[src/rtl/sram_controller_pkg.sv]
// Shared types and constants for the data-memory SRAM controller.
// Board-level widths and the data-memory base live here.
package sram_controller_pkg;

  localparam int WORD_WIDTH      = 32;
  localparam int SRAM_DATA_WIDTH = 16;
  localparam int SRAM_ADDR_WIDTH = 18;
  localparam int DATA_MEM_BASE   = 1024;

  typedef enum logic [2:0] {
    S_IDLE   = 3'd0,
    S_ACC_LO = 3'd1,
    S_ACC_HI = 3'd2,
    S_WAIT   = 3'd3,
    S_DONE   = 3'd4
  } state_t;

  typedef struct packed {
    logic                  wr;
    logic [WORD_WIDTH-1:0] addr;
    logic [WORD_WIDTH-1:0] data;
  } req_t;

  function automatic logic [WORD_WIDTH-1:0] word_offset(
    input logic [WORD_WIDTH-1:0] addr,
    input int                    base
  );
    return (addr - WORD_WIDTH'(base)) >> 2;
  endfunction

endpackage

[src/rtl/sram_controller_if.sv]
// MEM-stage request bus plus SRAM pin bundle.
// master = pipeline/board side, slave = controller.
interface sram_controller_if
  import sram_controller_pkg::*;
#(
  parameter int SRAM_AW = SRAM_ADDR_WIDTH
);

  logic                       rd_en;
  logic                       wr_en;
  logic [WORD_WIDTH-1:0]      address;
  logic [WORD_WIDTH-1:0]      write_data;
  logic [WORD_WIDTH-1:0]      read_data;
  logic                       ready;

  logic [SRAM_AW-1:0]         sram_addr;
  logic [SRAM_DATA_WIDTH-1:0] sram_dq_out;
  logic                       sram_dq_oe;
  logic [SRAM_DATA_WIDTH-1:0] sram_dq_in;
  logic                       sram_we_n;
  logic                       sram_ce_n;
  logic                       sram_oe_n;
  logic                       sram_ub_n;
  logic                       sram_lb_n;

  modport master (
    output rd_en, wr_en, address, write_data,
    output sram_dq_in,
    input  read_data, ready,
    input  sram_addr, sram_dq_out, sram_dq_oe,
    input  sram_we_n, sram_ce_n, sram_oe_n,
    input  sram_ub_n, sram_lb_n
  );

  modport slave (
    input  rd_en, wr_en, address, write_data,
    input  sram_dq_in,
    output read_data, ready,
    output sram_addr, sram_dq_out, sram_dq_oe,
    output sram_we_n, sram_ce_n, sram_oe_n,
    output sram_ub_n, sram_lb_n
  );

endinterface

[src/rtl/sram_controller.sv]
// Splits a 32-bit MEM-stage access into two 16-bit SRAM phases
// and holds ready low until LATENCY cycles after acceptance.
module sram_controller
  import sram_controller_pkg::*;
#(
  parameter int BASE_ADDR = DATA_MEM_BASE,
  parameter int LATENCY   = 6,
  parameter int SRAM_AW   = SRAM_ADDR_WIDTH
) (
  input logic                clk,
  input logic                rst,
  sram_controller_if.slave   bus
);

  localparam logic [3:0] WAIT_LAST = 4'(LATENCY - 2);

  state_t                     state_q, state_d;
  req_t                       req_q, req_d;
  logic [3:0]                 cnt_q, cnt_d;
  logic [WORD_WIDTH-1:0]      rdata_q, rdata_d;

  logic                       req_vld;
  logic [WORD_WIDTH-1:0]      woff;
  logic [SRAM_AW-2:0]         word;

  logic                       ready;
  logic [SRAM_AW-1:0]         sram_addr;
  logic [SRAM_DATA_WIDTH-1:0] sram_dq_out;
  logic                       sram_dq_oe;
  logic                       sram_we_n;

  logic                       unused_ok;

  assign req_vld   = bus.rd_en | bus.wr_en;
  assign woff      = word_offset(req_q.addr, BASE_ADDR);
  assign word      = woff[SRAM_AW-2:0];
  assign unused_ok = ^woff[WORD_WIDTH-1:SRAM_AW-1];

  // State, counter, captured request and load result registers
  always_ff @(posedge clk) begin
    if (rst) begin
      state_q <= S_IDLE;
      cnt_q   <= '0;
      req_q   <= '0;
      rdata_q <= '0;
    end else begin
      state_q <= state_d;
      cnt_q   <= cnt_d;
      req_q   <= req_d;
      rdata_q <= rdata_d;
    end
  end

  // Next state: accept in IDLE, two half-word phases, pad to LATENCY
  always_comb begin
    state_d = state_q;
    cnt_d   = cnt_q;
    req_d   = req_q;
    rdata_d = rdata_q;
    unique case (state_q)
      S_IDLE: begin
        if (req_vld) begin
          req_d.wr   = bus.wr_en;
          req_d.addr = bus.address;
          req_d.data = bus.write_data;
          cnt_d      = '0;
          state_d    = S_ACC_LO;
        end
      end
      S_ACC_LO: begin
        cnt_d = cnt_q + 4'd1;
        if (!req_q.wr) begin
          rdata_d[15:0] = bus.sram_dq_in;
        end
        state_d = S_ACC_HI;
      end
      S_ACC_HI: begin
        cnt_d = cnt_q + 4'd1;
        if (!req_q.wr) begin
          rdata_d[31:16] = bus.sram_dq_in;
        end
        state_d = (LATENCY <= 3) ? S_DONE : S_WAIT;
      end
      S_WAIT: begin
        cnt_d = cnt_q + 4'd1;
        if (cnt_q == WAIT_LAST) begin
          state_d = S_DONE;
        end
      end
      S_DONE: begin
        state_d = S_IDLE;
      end
      default: begin
        state_d = S_IDLE;
      end
    endcase
  end

  // Pin and ready decode from state and captured request
  always_comb begin
    ready       = 1'b0;
    sram_addr   = '0;
    sram_dq_out = '0;
    sram_dq_oe  = 1'b0;
    sram_we_n   = 1'b1;
    unique case (1'b1)
      (state_q == S_IDLE): begin
        ready = ~req_vld;
      end
      (state_q == S_ACC_LO): begin
        sram_addr = {word, 1'b0};
        if (req_q.wr) begin
          sram_we_n   = 1'b0;
          sram_dq_oe  = 1'b1;
          sram_dq_out = req_q.data[15:0];
        end
      end
      (state_q == S_ACC_HI): begin
        sram_addr = {word, 1'b1};
        if (req_q.wr) begin
          sram_we_n   = 1'b0;
          sram_dq_oe  = 1'b1;
          sram_dq_out = req_q.data[31:16];
        end
      end
      (state_q == S_DONE): begin
        ready = 1'b1;
      end
      default: begin
        ready = 1'b0;
      end
    endcase
  end

  assign bus.ready       = ready;
  assign bus.read_data   = rdata_q;
  assign bus.sram_addr   = sram_addr;
  assign bus.sram_dq_out = sram_dq_out;
  assign bus.sram_dq_oe  = sram_dq_oe;
  assign bus.sram_we_n   = sram_we_n;
  assign bus.sram_ce_n   = 1'b0;
  assign bus.sram_oe_n   = 1'b0;
  assign bus.sram_ub_n   = 1'b0;
  assign bus.sram_lb_n   = 1'b0;

endmodule

[src/flat_wrapper.sv]
// flat-port wrapper written by rule: the top's interface ports become plain ports
module sram_controller_flat import sram_controller_pkg::*;
#(
  parameter int BASE_ADDR = DATA_MEM_BASE,
  parameter int LATENCY   = 6,
  parameter int SRAM_AW   = SRAM_ADDR_WIDTH
)
  (clk, rst, bus_rd_en, bus_wr_en, bus_address, bus_write_data, bus_sram_dq_in, bus_read_data, bus_ready, bus_sram_addr, bus_sram_dq_out, bus_sram_dq_oe, bus_sram_we_n, bus_sram_ce_n, bus_sram_oe_n, bus_sram_ub_n, bus_sram_lb_n);
  sram_controller_if #(.SRAM_AW(SRAM_AW)) bus_i ();
  input logic clk;
  input logic rst;
  input wire logic [$bits(bus_i.rd_en)-1:0] bus_rd_en;
  input wire logic [$bits(bus_i.wr_en)-1:0] bus_wr_en;
  input wire logic [$bits(bus_i.address)-1:0] bus_address;
  input wire logic [$bits(bus_i.write_data)-1:0] bus_write_data;
  input wire logic [$bits(bus_i.sram_dq_in)-1:0] bus_sram_dq_in;
  output wire logic [$bits(bus_i.read_data)-1:0] bus_read_data;
  output wire logic [$bits(bus_i.ready)-1:0] bus_ready;
  output wire logic [$bits(bus_i.sram_addr)-1:0] bus_sram_addr;
  output wire logic [$bits(bus_i.sram_dq_out)-1:0] bus_sram_dq_out;
  output wire logic [$bits(bus_i.sram_dq_oe)-1:0] bus_sram_dq_oe;
  output wire logic [$bits(bus_i.sram_we_n)-1:0] bus_sram_we_n;
  output wire logic [$bits(bus_i.sram_ce_n)-1:0] bus_sram_ce_n;
  output wire logic [$bits(bus_i.sram_oe_n)-1:0] bus_sram_oe_n;
  output wire logic [$bits(bus_i.sram_ub_n)-1:0] bus_sram_ub_n;
  output wire logic [$bits(bus_i.sram_lb_n)-1:0] bus_sram_lb_n;
  assign bus_i.rd_en = bus_rd_en;
  assign bus_i.wr_en = bus_wr_en;
  assign bus_i.address = bus_address;
  assign bus_i.write_data = bus_write_data;
  assign bus_i.sram_dq_in = bus_sram_dq_in;
  assign bus_read_data = bus_i.read_data;
  assign bus_ready = bus_i.ready;
  assign bus_sram_addr = bus_i.sram_addr;
  assign bus_sram_dq_out = bus_i.sram_dq_out;
  assign bus_sram_dq_oe = bus_i.sram_dq_oe;
  assign bus_sram_we_n = bus_i.sram_we_n;
  assign bus_sram_ce_n = bus_i.sram_ce_n;
  assign bus_sram_oe_n = bus_i.sram_oe_n;
  assign bus_sram_ub_n = bus_i.sram_ub_n;
  assign bus_sram_lb_n = bus_i.sram_lb_n;
  sram_controller #(.BASE_ADDR(BASE_ADDR), .LATENCY(LATENCY), .SRAM_AW(SRAM_AW)) u_core (.clk(clk), .rst(rst), .bus(bus_i));
endmodule
[config.mk]
export PLATFORM = sky130hd
export DESIGN_NAME = sram_controller_flat
export DESIGN_NICKNAME = d
export VERILOG_FILES = /design/src/rtl/sram_controller_pkg.sv /design/src/rtl/sram_controller_if.sv /design/src/rtl/sram_controller.sv /design/src/flat_wrapper.sv
export SDC_FILE = /design/constraint.sdc
export NUM_CORES = 1
export LEC_CHECK = 0
export ABC_AREA = 1
export BUFFER_PORTS_ARGS = -buffer_cell sky130_fd_sc_hd__buf_4
export CAP_MARGIN = 0
export CORE_MARGIN = 2
export CORE_UTILIZATION = 25
export CTS_BUF_LIST = sky130_fd_sc_hd__clkbuf_2 sky130_fd_sc_hd__clkbuf_4 sky130_fd_sc_hd__clkbuf_8
export CTS_CLUSTER_DIAMETER = 80
export CTS_CLUSTER_SIZE = 28
export DETAILED_ROUTE_END_ITERATION = 10
export GPL_ROUTABILITY_DRIVEN = 0
export HOLD_SLACK_MARGIN = 0.08
export SYNTH_ARGS = -nofsm -noshare
export SYNTH_HDL_FRONTEND = slang
export SYNTH_SLANG_ARGS = --single-unit
[constraint.sdc]
create_clock -name clk -period 1.36 [get_ports clk]
set_input_delay 0.136 -clock clk [delete_from_list [all_inputs] [get_ports clk]]
set_output_delay 0.136 -clock clk [all_outputs]
set_load 0.05 [all_outputs]
==> results of run 1 <==
-- flip-flops by register name, summed over array words and instances, names as in the netlist --
signal                flops
u_core.state_q            3
u_core.bus.read_data     32
u_core.req_q             50
u_core.cnt_q              4
-- power by group through the flow --
stage / combinational [W] / clock, W / sequential [W]
after detailed placement: 0.00358 / 0 / 0.00322
after global placement: 0.00357 / 0 / 0.00322
final: 0.00460 / 0.00215 / 0.00319
after global routing: 0.00493 / 0.00229 / 0.00323
after CTS: 0.00411 / 0.00222 / 0.00317
after floorplan: 0.00205 / 0 / 0.00368
-- cells by family after synthesis --
logic type                 count (synthesis)  synth area share
AOI/OAI and AO/OA                         61           0.07367
xor gates and xnor gates                   1          0.002114
adders and majority gates                  3          0.009059
buffers and inverters                    105            0.1108
DFF                                       89            0.4300
other                                      1         0.0009049
and+or+nand+nor                          373            0.3735
-- through the flow --
step | instance area, um^2 | instances | utilization | TNS, ns
after floorplan | 4523 | 636 | - | -0.1630
after global placement | 5889 | 978 | 0.3590 | -0.1242
after detailed placement | 5889 | 978 | 0.3590 | -0.1343
after CTS | 7178 | 1072 | 0.4375 | -17.20
after global routing | 7585 | 1088 | 0.4623 | -28.92
final | 7585 | 1088 | 0.4623 | -20.26
-- synth_stat cells (all sizes together) --
master,n
dfxtp,89
nand3,11
xor2,1
nand4,36
clkbuf,13
nor2,131
inv,64
nand2,194
clkinv,1
ha,3
o21ai,3
buf,27
or2,1
a21oi,58
conb,1
-- worst max-delay path, stage by stage (launching register included) --
cell and delay (ns):
dfxtp_4 0.38, inv_6 0.09, nand3_4 0.15, nand2_8 0.15, inv_8 0.06, buf_12 0.14
nor2_4 0.12, buf_8 0.15
-- how the worst min path moves through the flow --
stage / from / slack [ns] / to / depth (start not counted)
floorplan: bus_address[10] / 0.27 / u_core.req_q[42]$_SDFFE_PP0P_ / 2
global placement: bus_address[15] / 0.36 / u_core.req_q[47]$_SDFFE_PP0P_ / 3
detailed placement: bus_address[15] / 0.37 / u_core.req_q[47]$_SDFFE_PP0P_ / 3
CTS: bus_rd_en / 0.17 / u_core.state_q[2]$_SDFFE_PP0P_ / 5
global route: bus_rd_en / 0.21 / u_core.state_q[2]$_SDFFE_PP0P_ / 5
finish: bus_rd_en / 0.20 / u_core.state_q[2]$_SDFFE_PP0P_ / 5
-- per-layer routing --
layer	wire length, um	global-route usage
met5	0	0
met4	267	0.05556
met3	521	0.02989
met2	6928	0.2464
met1	6335	0.1852
-- repair_timing --
action | 4_1_cts | 5_1_grt
endpoints found under the hold margin | 86 | 0
setup endpoints to repair | 37 | 125
hold buffers | 67 | 0
pin swaps | 23 | 25
buffers inserted | 10 | 9
cloned | 1 | 8
gates resized for setup | 82 | 59
-- layout make-up --
class,count,area (um^2)
clock inverters,7,108.9
clock buffers,9,123.9
repair buffers,256,2539
inverters,65,281.5
multi-input cells,442,2461
well taps,220,275.3
flip-flops and latches,89,1795
fillers,1568,8822
==> results by group, run 1 <==
Synthesis
  • Synth area leaders: dfxtp_1 (43%), nand2_1 (17%), nor2_1 (12%)
  • Post-synthesis sequential area ratio: 0.4300
  • Mapped Area: 0.004144 mm^2
  • Yosys cell types: 23
  • Synth Area per Inst: between 6 and 7 um^2
  • Register bit total from synthesis: 89
  • Cell taking the most area after synthesis: dfxtp_1
  • Synth warn: 0
  • Yosys top cell area share: 0.4300
  • Post-synthesis cell count: approximately 630

Worst setup path
  • CP Class: register to output pin
  • CP startpoint kind: register
  • End of the worst register-to-register path: u_core.req_q[5]$_SDFFE_PP0P_
  • Worst setup EP type: output pin
  • Crit Path Max Fanout: 8
  • Worst Setup SP: u_core.state_q[1]$_SDFFE_PP0P_
  • Reg2reg start: u_core.state_q[1]$_SDFFE_PP0P_
  • Worst reg2reg setup slack: -0.16 ns
  • Depth of the most critical reg-to-reg path: 7
  • Crit path required time: approximately 1.2 ns
  • CP arrival: roughly 1.6 ns
  • Worst Setup EP: bus_sram_addr[3]

Route
  • Pre-antenna DRT Iters: 4
  • Antenna-violating nets left: 0
  • Post-route DRC violation count: 0
  • WL final: around 14000 um
  • DR vias/cell: 4.256
  • Post-DR wirelength/cell: between 10 and 15 um
  • Vias: between 4000 and 5000
  • Initial drt markers: 180

Global routing
  • Antenna violations before repair: 0
  • Total GRT Usage: 0.1466
  • Grt ovf: 0
  • Global-route wire length before repair: about 21000 um
  • Largest net degree at the start of global routing: 37
  • Vias in the first global route: 4233

Die
  • Num rows: between 40 and 50
  • DIE HEIGHT: around 130 um
  • Die outline area: between 0.015 and 0.02 mm^2
  • I/O pin cnt: 157
  • Die X-Extent: between 100 and 150 um
  • Starting Density: 0.2526
  • Core area: ~0.016 mm^2

Placed design
  • Detailed Place HPWL: 8159 um
  • # port buffers: between 100 and 150
  • Worst slack, placed: -0.01218 ns

Power
  • Clk pwr share: 0.216
  • Switching power: between 0.004 and 0.005 W
  • Sw Ratio: 0.4044
  • VDD IR max: 0.5416 mV
  • P per Cell Area: between 1000 and 1500 mW/mm^2
  • Cell leakage power: ~3.5 nW
  • PnR Total Power: ~0.0099 W
  • Int Pwr: roughly 0.006 W
  • Sequential share of power: 0.320
  • Combinational share of power: 0.463

Finish
  • Area Overhead vs Synth: 83.03%
  • Share of layout cells above drive strength 1: 0.3733
  • Nets: 950
  • Most common cell after layout, fill and taps aside: nand2_1
  • N_diodes: 0
  • Commonest cells after routing, fill and taps aside: nand2_1 (148), buf_4 (123), nor2_1 (100), dfxtp_1 (84), dlygate4sd3_1 (67)

Run
  • Max-Cap Viols: 0

Clock network
  • H-tree levels: 3
  • Bufs on Longest Clock Path: 2
  • Worst-path clk slew: 0.10 ns
  • CTS tree: built
  • Clock Tree Root: clkbuf_8
  • Sink Count: 89
  • TritonCTS Buffers: 9
  • Clk_lat worst skew: ~0.38 ns

Timing
  • Worst hold slack: 0.1952 ns
  • Clk_skew: about 0.013 ns
  • Clock period minus worst slack: roughly 1.7 ns
  • Unrepaired setup endpoints after global routing: true
  • Setup violations, final: between 100 and 150
  • Fmax: between 500 and 600 MHz
  • Final Hold Violating Endpoints: 0
  • Final worst-path cycle share: 1.284
  • Slew Limit Fails: 0
  • Setup ws final: -0.3863 ns

Status
  • Run status: finished with violations
  • Failing checks: setup timing

Min path
  • HP Class: input pin to register
Note: power is estimated with default switching activity, not from simulation.
==> inputs of run 2 (changes only) <==
- CORE_ASPECT_RATIO: unset -> 1.4
- CORE_UTILIZATION: 25 -> 51
- PLACE_DENSITY: unset -> 0.83
==> run 2 against run 1 <==
  * The flow now stops in 5_1_grt
  * Synthesized cell count stayed put
  * Synthesized area did not move
==> results by group, run 2 <==
Status
  • Run status: did not finish
  • Failed at: 5_1_grt
  • Error msg: [ERROR GRT-0232] Routing congestion too high. Check the congestion heatmap in the GUI.

Clock network
  • Bufs on Longest Clock Path: 2 (unchanged)
  • Sink Count: 89 (unchanged)
  • TritonCTS Buffers: 9 (unchanged)
  • H-tree levels: 3 (unchanged)
  • Clock Tree Root: clkbuf_8

Synthesis
  • Yosys cell types: 23 (unchanged)
  • Cell taking the most area after synthesis: dfxtp_1
  • Register bit total from synthesis: 89 (unchanged)
  • Async SR Flop Fraction: 0 (unchanged)
  • Post-synthesis sequential area ratio: 0.4300 (unchanged)
  • Post-synth top cells: nand2_1 (192), nor2_1 (128), dfxtp_1 (89)
  • Synth warn: 0 (unchanged)
  • Most used flip-flop cell after synthesis: dfxtp_1
  • Number of synthesized flops with an enable pin: 0 (unchanged)
  • Mapped Area: 0.004144 mm^2 (unchanged)
  • Synth Area per Inst: 6.547 um^2 (unchanged)
  • Most instantiated library cell after synthesis: nand2_1
  • Synth area leaders: dfxtp_1 (43%), nand2_1 (17%), nor2_1 (12%)
  • Yosys top cell area share: 0.4300 (unchanged)
  • Post-synthesis cell count: 633 (unchanged)

Die
  • DIE HEIGHT: 110.7 um (-17%)
  • Starting Density: 0.5315 (+0.2789)
  • Num rows: 38 (-19%)
  • Die X-Extent: 80.19 um (-40%)
  • I/O pin cnt: 157 (unchanged)

Global routing
  • Largest net degree at the start of global routing: a little over 50
  • Total GRT Usage: 0.8861
  • Grt ovf: roughly 540

Timing
  • Post-GRT worst EP: bus_sram_dq_out[3]
  • Worst EP kind: output port

Placed design
  • Placed cell count: 858 (-12%)
  • Placed cell area: 0.005752 mm^2 (-2.3%)
  • Detailed Place HPWL: 7904 um (-3.1%)
  • # port buffers: 137 (unchanged)
==> run 2: cell counts after synthesis <==
No cell type changed its count.
==> run 2: cell families after synthesis <==
| family | count (synthesis) | synth area share |
|---|---|---|
| buf+inv | 105 | 0.1108 |
| compound gates | 61 | 0.07367 |
| simple gates | 373 | 0.3735 |
| fa+ha+maj | 3 | 0.009059 |
| xor+xnor | 1 | 0.002114 |
| other cells | 1 | 0.0009049 |
| flops | 89 | 0.4300 |
==> run 2: repair_timing <==
action,in CTS
resized for setup,80
gates cloned,1
setup buffers,12
endpoints found under the setup margin,37
hold buffers,66
endpoints found under the hold margin,80
pin swaps,6
==> run 2: stage by stage <==
stage	setup slack, ns	utilization	TNS [ns]
CTS	-0.3484	0.8991	-11.55
global placement	0.02394	0.7376	0
floorplan	-0.04850	-	-0.1630
detailed placement	-0.005057	0.7376	-0.005057
==> run 2: metal layers <==
metal | global-route usage | GRT overflow
met4 | 1.001 | 107
met1 | 0.8292 | 2
met5 | 0.03125 | 0
met3 | 0.5700 | 0
met2 | 1.182 | 427
==> inputs of run 3 (changes only) <==
- CORE_ASPECT_RATIO: 1.4 -> unset
- CORE_UTILIZATION: 51 -> 40
- CTS_BUF_LIST: sky130_fd_sc_hd__clkbuf_2 sky130_fd_sc_hd__clkbuf_4 sky130_fd_sc_hd__clkbuf_8 -> unset
- CTS_CLUSTER_DIAMETER: 80 -> unset
- CTS_CLUSTER_SIZE: 28 -> unset
- HOLD_SLACK_MARGIN: 0.08 -> unset
- PLACE_DENSITY: 0.83 -> unset
- PLACE_DENSITY_LB_ADDON: unset -> 0.15
==> run 3 against run 2 <==
  * The flow now finishes, with violations (setup timing)
==> results by group, run 3 (synthesis results as in run 1) <==
Placed design
  • Placed cell area: 0.005777 mm^2 (+0.43%)
  • Detailed Place HPWL: 7728 um (-2.2%)
  • # port buffers: 137 (unchanged)
  • Placed cell count: 898 (+4.7%)

Min path
  • Worst Hold Depth: 3
  • HP Class: input pin to register
  • WHS Endpoint: u_core.bus.read_data[19]$_SDFFE_PP0P_
  • HP Start: bus_sram_dq_in[3]

Finish
  • Most common cell after layout, fill and taps aside: nand2_1
  • N_diodes: 0
  • Final Non-Filler Cells: around 960
  • Layout fillers: 828
  • Max reg flops: 50
  • Biggest register: u_core.req_q
  • Area Overhead vs Synth: 67.63%
  • Design area: 0.006947 mm^2
  • Share of layout cells above drive strength 1: 0.3789
  • Seq. cell area: roughly 0.0018 mm^2
  • Nets: 908
  • Final Util: 0.6821
  • Commonest cells after routing, fill and taps aside: nand2_1 (164), buf_4 (130), nor2_1 (97), dfxtp_1 (84), inv_1 (55)
  • Multi-input gate area: between 0.002 and 0.0025 mm^2

Worst setup path
  • CP startpoint kind: register
  • End of the worst register-to-register path: u_core.bus.read_data[26]$_SDFFE_PP0P_
  • Crit Path Max Fanout: 8
  • CP arrival: between 1.5 and 2 ns
  • Worst reg2reg setup slack: -0.10 ns
  • CP Class: register to output pin
  • Reg2reg start: u_core.state_q[0]$_SDFFE_PP0P_
  • Crit path required time: around 1.2 ns
  • Depth of the most critical reg-to-reg path: 9
  • Worst setup EP type: output pin

Global routing
  • Vias in the first global route: 4062
  • Largest net degree at the start of global routing: 40
  • Global-route wire length before repair: approximately 19000 um
  • Grt ovf: 0
  • Antenna violations before repair: 0
  • Total GRT Usage: 0.2085

Route
  • Post-DR wirelength/cell: ~14 um
  • Antenna-violating nets left: 0
  • DR vias/cell: a little under 5
  • Post-route DRC violation count: 0
  • Initial drt markers: 267
  • Vias: about 4700
  • Pre-antenna DRT Iters: 5
  • WL final: 13320 um

Clock network
  • CTS tree: built
  • Clk_lat worst skew: 0.36 ns
  • Bufs on Longest Clock Path: 2 (unchanged)
  • Clock Tree Root: clkbuf_8
  • H-tree levels: 3 (unchanged)
  • Sink Count: 89 (unchanged)
  • TritonCTS Buffers: 9 (unchanged)
  • Worst-path clk slew: ~0.11 ns

Status
  • Failing checks: setup timing
  • Run status: finished with violations

Power
  • VDD IR max: approximately 0.54 mV
  • P per Cell Area: ~1400 mW/mm^2
  • Cell leakage power: 3.278 nW

Timing
  • Setup ws final: -0.3570 ns
  • Fmax: around 580 MHz
  • Unrepaired setup endpoints after global routing: true
  • Final Hold Violating Endpoints: 0
  • Slew Limit Fails: 0
  • Clock period minus worst slack: 1.717 ns
  • Setup violations, final: ~110
  • Clk_skew: about 0.015 ns
  • Final worst-path cycle share: 1.262
  • Worst hold slack: about 0.016 ns

Die
  • Core area: about 0.01 mm^2
  • Die outline area: 0.01119 mm^2
  • DIE HEIGHT: 105.8 um (-4.4%)
  • Starting Density: 0.4069 (-0.1246)
  • Num rows: 37 (-2.6%)
  • Die X-Extent: 105.8 um (+32%)
  • I/O pin cnt: 157 (unchanged)

Run
  • Max-Cap Viols: 0
run 3: power by group:
group | total [W] | internal (W) | switching, W
logic | 0.00446 | 0.00182 | 0.00264
clock network | 0.00188 | 0.000867 | 0.00102
registers | 0.00320 | 0.00296 | 0.000234
run 3: how the worst max path moves through the flow:
stage | start | end | depth (start not counted)
floorplan | u_core.state_q[2]$_SDFFE_PP0P_ | bus_sram_dq_out[0] | 6
CTS | u_core.state_q[2]$_SDFFE_PP0P_ | bus_sram_dq_out[9] | 7
detailed placement | u_core.state_q[0]$_SDFFE_PP0P_ | bus_sram_dq_out[9] | 7
global route | u_core.state_q[2]$_SDFFE_PP0P_ | bus_sram_dq_out[1] | 7
global placement | u_core.state_q[0]$_SDFFE_PP0P_ | bus_sram_dq_out[11] | 7
finish | u_core.state_q[0]$_SDFFE_PP0P_ | bus_sram_dq_out[12] | 7
run 3: per-layer routing:
| layer | GRT usage | wire (um) | up-vias |
|---|---|---|---|
| li1 | - | - | 2339 |
| met1 | 0.2686 | 5515 | 2148 |
| met2 | 0.3488 | 6831 | 153 |
| met3 | 0.03587 | 785 | 20 |
| met4 | 0.07895 | 185 | 0 |
| met5 | 0 | 0 | - |
run 3: what timing repair did:
action | CTS | global route
pin swaps | 9 | 8
gates cloned | 2 | 11
hold buffers | 19 | 1
setup endpoints to repair | 47 | 121
hold endpoints to repair | 19 | 1
gates resized for setup | 60 | 46
setup buffers | 9 | 8
run 3: critical path: stages, from the launching register on:
cell,delay [ns]
dfxtp_4,0.38
inv_4,0.07
nand2_4,0.06
nor2_8,0.18
buf_12,0.16
nand2_2,0.05
a21oi_2,0.15
buf_6,0.17
run 3: cell type report:
| type | instances | share of cell area |
|---|---|---|
| tap | 136 | 0.02450 |
| clock buffer | 9 | 0.01783 |
| clock inverter | 7 | 0.01099 |
| multi-input combinational | 442 | 0.3442 |
| sequential | 89 | 0.2577 |
| inverter | 65 | 0.03764 |
| timing repair buffer | 214 | 0.3071 |
run 3: metrics by stage:
stage / worst slack, ns / TNS [ns] / total power, W
2_1_floorplan: -0.04850 / -0.1630 / 0.005730
3_3_place_gp: -0.01383 / -0.01501 / 0.006701
3_5_place_dp: -0.01596 / -0.08144 / 0.006763
4_1_cts: -0.3531 / -13.66 / 0.008977
5_1_grt: -0.4308 / -23.18 / 0.01003
6_report: -0.3570 / -14.60 / 0.009542
==> inputs of run 4 (changes only) <==
- clock period: 1.36 -> 1.7 ns (I/O delays scaled with it)
==> run 4 against run 3 <==
  * Global-route usage decreased by 0.88 points
  * Cell count shrank 4.6%
  * Die area is the same
  * Critical path depth stayed put
  * Clock power decreased by 21%
  * Non-clock buffer count fell by 47
  * Design area down 11%
  * Sequential power down 20%
  * Via count shrank 6.3%
  * Largest power group unchanged
  * The flow still finishes with violations (setup timing)
  * Critical endpoint is now bus_sram_dq_out[7]
  * Combinational power decreased by 35%
==> results by group, run 4 (synthesis results as in run 1) <==
Worst setup path
  • Critical Path Stages: 7 (unchanged)
  • CP Class: register to output pin
  • Cell repeated most along the worst path: buf_6
  • Crit path required time: 1.53 ns (+0.31 ns)
  • Crit Path Max Fanout: 5 (-3)
  • CP arrival: 1.61 ns (+0.03 ns)
  • End of the worst register-to-register path: u_core.bus.read_data[26]$_SDFFE_PP0P_
  • Depth of the most critical reg-to-reg path: 10 (+1)
  • Critical path's slowest cell: dfxtp_4
  • CP cell instances: inv_6, nand2_8, nor2_4, buf_6, nand2_2, a21oi_2, buf_6
  • Worst reg2reg setup slack: 0.12 ns (+0.22 ns)
  • Crit-path leading delay family: buffers and inverters
  • Worst setup EP type: output pin
  • Worst Setup EP: bus_sram_dq_out[7]
  • CP startpoint kind: register
  • Worst Setup SP: u_core.state_q[0]$_SDFFE_PP0P_
  • Reg2reg start: u_core.state_q[2]$_SDFFE_PP0P_
  • Max incr delay on CP: 0.39 ns (about the same)
  • WP buf/inv: 3 (unchanged)

Timing
  • Final worst-path cycle share: 1.045
  • Fmax: roughly 560 MHz
  • Setup ws final: -0.07670 ns (+0.2803 ns)
  • Setup violations, final: 26 (-76%)
  • Clock period minus worst slack: 1.777 ns
  • Unrepaired setup endpoints after global routing: true
  • Clk_skew: 0.01059 ns (-0.004169 ns)
  • Slew Limit Fails: 0 (unchanged)
  • Total negative setup slack: -0.7981 ns (+13.80 ns)
  • Final Hold Violating Endpoints: 0 (unchanged)

Global routing
  • Vias in the first global route: 3865 (-4.8%)
  • Grt ovf: 0 (unchanged)
  • Total GRT Usage: 0.1997 (-0.008848)
  • Antenna violations before repair: 0 (unchanged)
  • Global-route wire length before repair: 18230 um (-3.9%)
  • Largest net degree at the start of global routing: 40 (unchanged)

Route
  • Vias: 4368 (-6.3%)
  • Antenna-violating nets left: 0 (unchanged)
  • Post-DR wirelength/cell: 12.54 um (-9.4%)
  • Post-route DRC violation count: 0 (unchanged)
  • Initial drt markers: 271 (+1.5%)
  • WL final: 11510 um (-14%)
  • Pre-antenna DRT Iters: 4 (-1)
  • DR vias/cell: 4.758 (-1.8%)

Placed design
  • Detailed Place HPWL: 7414 um (-4.1%)
  • # port buffers: 137 (unchanged)
  • Worst slack, placed: 0.09123 ns (+0.1072 ns)
  • Placed cell area: 0.005366 mm^2 (-7.1%)

Finish
  • Most common cell after layout, fill and taps aside: nand2_1
  • Area Overhead vs Synth: 49.37%
  • Max reg flops: 50 (unchanged)
  • Final Util: 0.6077 (-0.07432)
  • N_diodes: 0 (unchanged)
  • Biggest register: u_core.req_q
  • Commonest cells after routing, fill and taps aside: nand2_1 (165), buf_4 (126), nor2_1 (109), dfxtp_1 (84), inv_1 (57)
  • Share of layout cells above drive strength 1: 0.3491 (-0.02983)
  • Nets: 864 (-4.8%)
  • Multi-input gate area: 0.002286 mm^2 (-4.4%)
  • Seq. cell area: 0.001795 mm^2 (+0.28%)
  • Design area: 0.006190 mm^2 (-11%)
  • Layout fillers: 942 (+14%)

Power
  • Sequential share of power: 0.368 (+0.033)
  • Int Pwr: 0.004061 W (-28%)
  • Combinational share of power: 0.418 (-0.049)
  • Clk pwr share: 0.214 (+0.016)
  • Sw Ratio: 0.4156 (+0.007634)
  • Switching power: 0.002889 W (-26%)
  • P per Cell Area: 1123 mW/mm^2 (-18%)
  • Cell leakage power: 2.906 nW (-11%)
  • VDD IR max: 0.4864 mV (-10%)

Clock network
  • Clk_lat worst skew: 0.35 ns (about the same)
  • CTS tree: built
  • TritonCTS Buffers: 9 (unchanged)
  • Hold buffers post-CTS: 0 (-19)
  • Sink Count: 89 (unchanged)
  • H-tree levels: 3 (unchanged)
  • Worst-path clk slew: 0.09 ns (-0.02 ns)
  • Bufs on Longest Clock Path: 2 (unchanged)
  • Clock Tree Root: clkbuf_8

Run
  • Max-Cap Viols: 0 (unchanged)

Status
  • Failing checks: setup timing
  • Run status: finished with violations

Die
  • DIE HEIGHT: 105.8 um (unchanged)
  • Num rows: 37 (unchanged)
  • Die X-Extent: 105.8 um (unchanged)
  • Core area: 0.01018 mm^2 (unchanged)
  • I/O pin cnt: 157 (unchanged)
  • Starting Density: 0.4069 (unchanged)
  • Die outline area: 0.01119 mm^2 (unchanged)

Min path
  • HP Start: bus_address[2]
  • HP Class: input pin to register
-- run 4: per-layer routing --
metal,global-route usage,vias up,routed length [um]
met2,0.3207,124,5473
li1,-,2243,-
met5,0,-,0
met4,0.06485,0,124
met3,0.03896,10,726
met1,0.2699,1991,5183
-- run 4: cell type report --
cell class | count | share of cell area
clock buffer | 9 | 0.02001
clock inverter | 7 | 0.01233
inverter | 65 | 0.04629
multi-input combinational | 444 | 0.3693
sequential | 89 | 0.2901
tap | 136 | 0.02749
timing repair buffer | 167 | 0.2327
timing repair inverter | 1 | 0.001819
-- run 4: metrics by stage --
step / cells / hold slack [ns] / total power, W
detailed placement: 882 / 0.4012 / 0.005053
CTS: 910 / 0.02059 / 0.006837
floorplan: 636 / 0.3049 / 0.004383
finish: 918 / 0.03531 / 0.006950
global placement: 882 / 0.3912 / 0.005004
global route: 918 / 0.01989 / 0.007365
-- run 4: worst min-delay path by stage --
stage | end | depth (start not counted)
2_1_floorplan | u_core.bus.read_data[16]$_SDFFE_PP0P_ | 2
3_3_place_gp | u_core.req_q[34]$_SDFFE_PP0P_ | 3
3_5_place_dp | u_core.req_q[34]$_SDFFE_PP0P_ | 3
4_1_cts | u_core.req_q[34]$_SDFFE_PP0P_ | 3
5_1_grt | u_core.req_q[42]$_SDFFE_PP0P_ | 3
6_report | u_core.req_q[34]$_SDFFE_PP0P_ | 3
-- run 4: what timing repair did --
item / in CTS / in global routing
gates resized for setup: 92 / 53
buffers inserted: 9 / 8
gates cloned: 3 / 0
pin swaps: 14 / 22
setup endpoints to repair: 35 / 36
hold endpoints to repair: 0 / 0
-- run 4: power by group through the flow --
stage | logic (W) | clock network, W | registers [W]
2_1_floorplan | 0.00146 | 0 | 0.00292
3_3_place_gp | 0.00244 | 0 | 0.00257
3_5_place_dp | 0.00248 | 0 | 0.00257
4_1_cts | 0.00277 | 0.00153 | 0.00254
5_1_grt | 0.00314 | 0.00163 | 0.00260
6_report | 0.00290 | 0.00149 | 0.00256
-- run 4: worst reg2reg max path: cells and delay by family (launching register included) --
| family | cells | cell delay, ns |
|---|---|---|
| buffers and inverters | 4 | 0.67 |
| and+or+nand+nor | 6 | 0.45 |
| DFF | 1 | 0.38 |
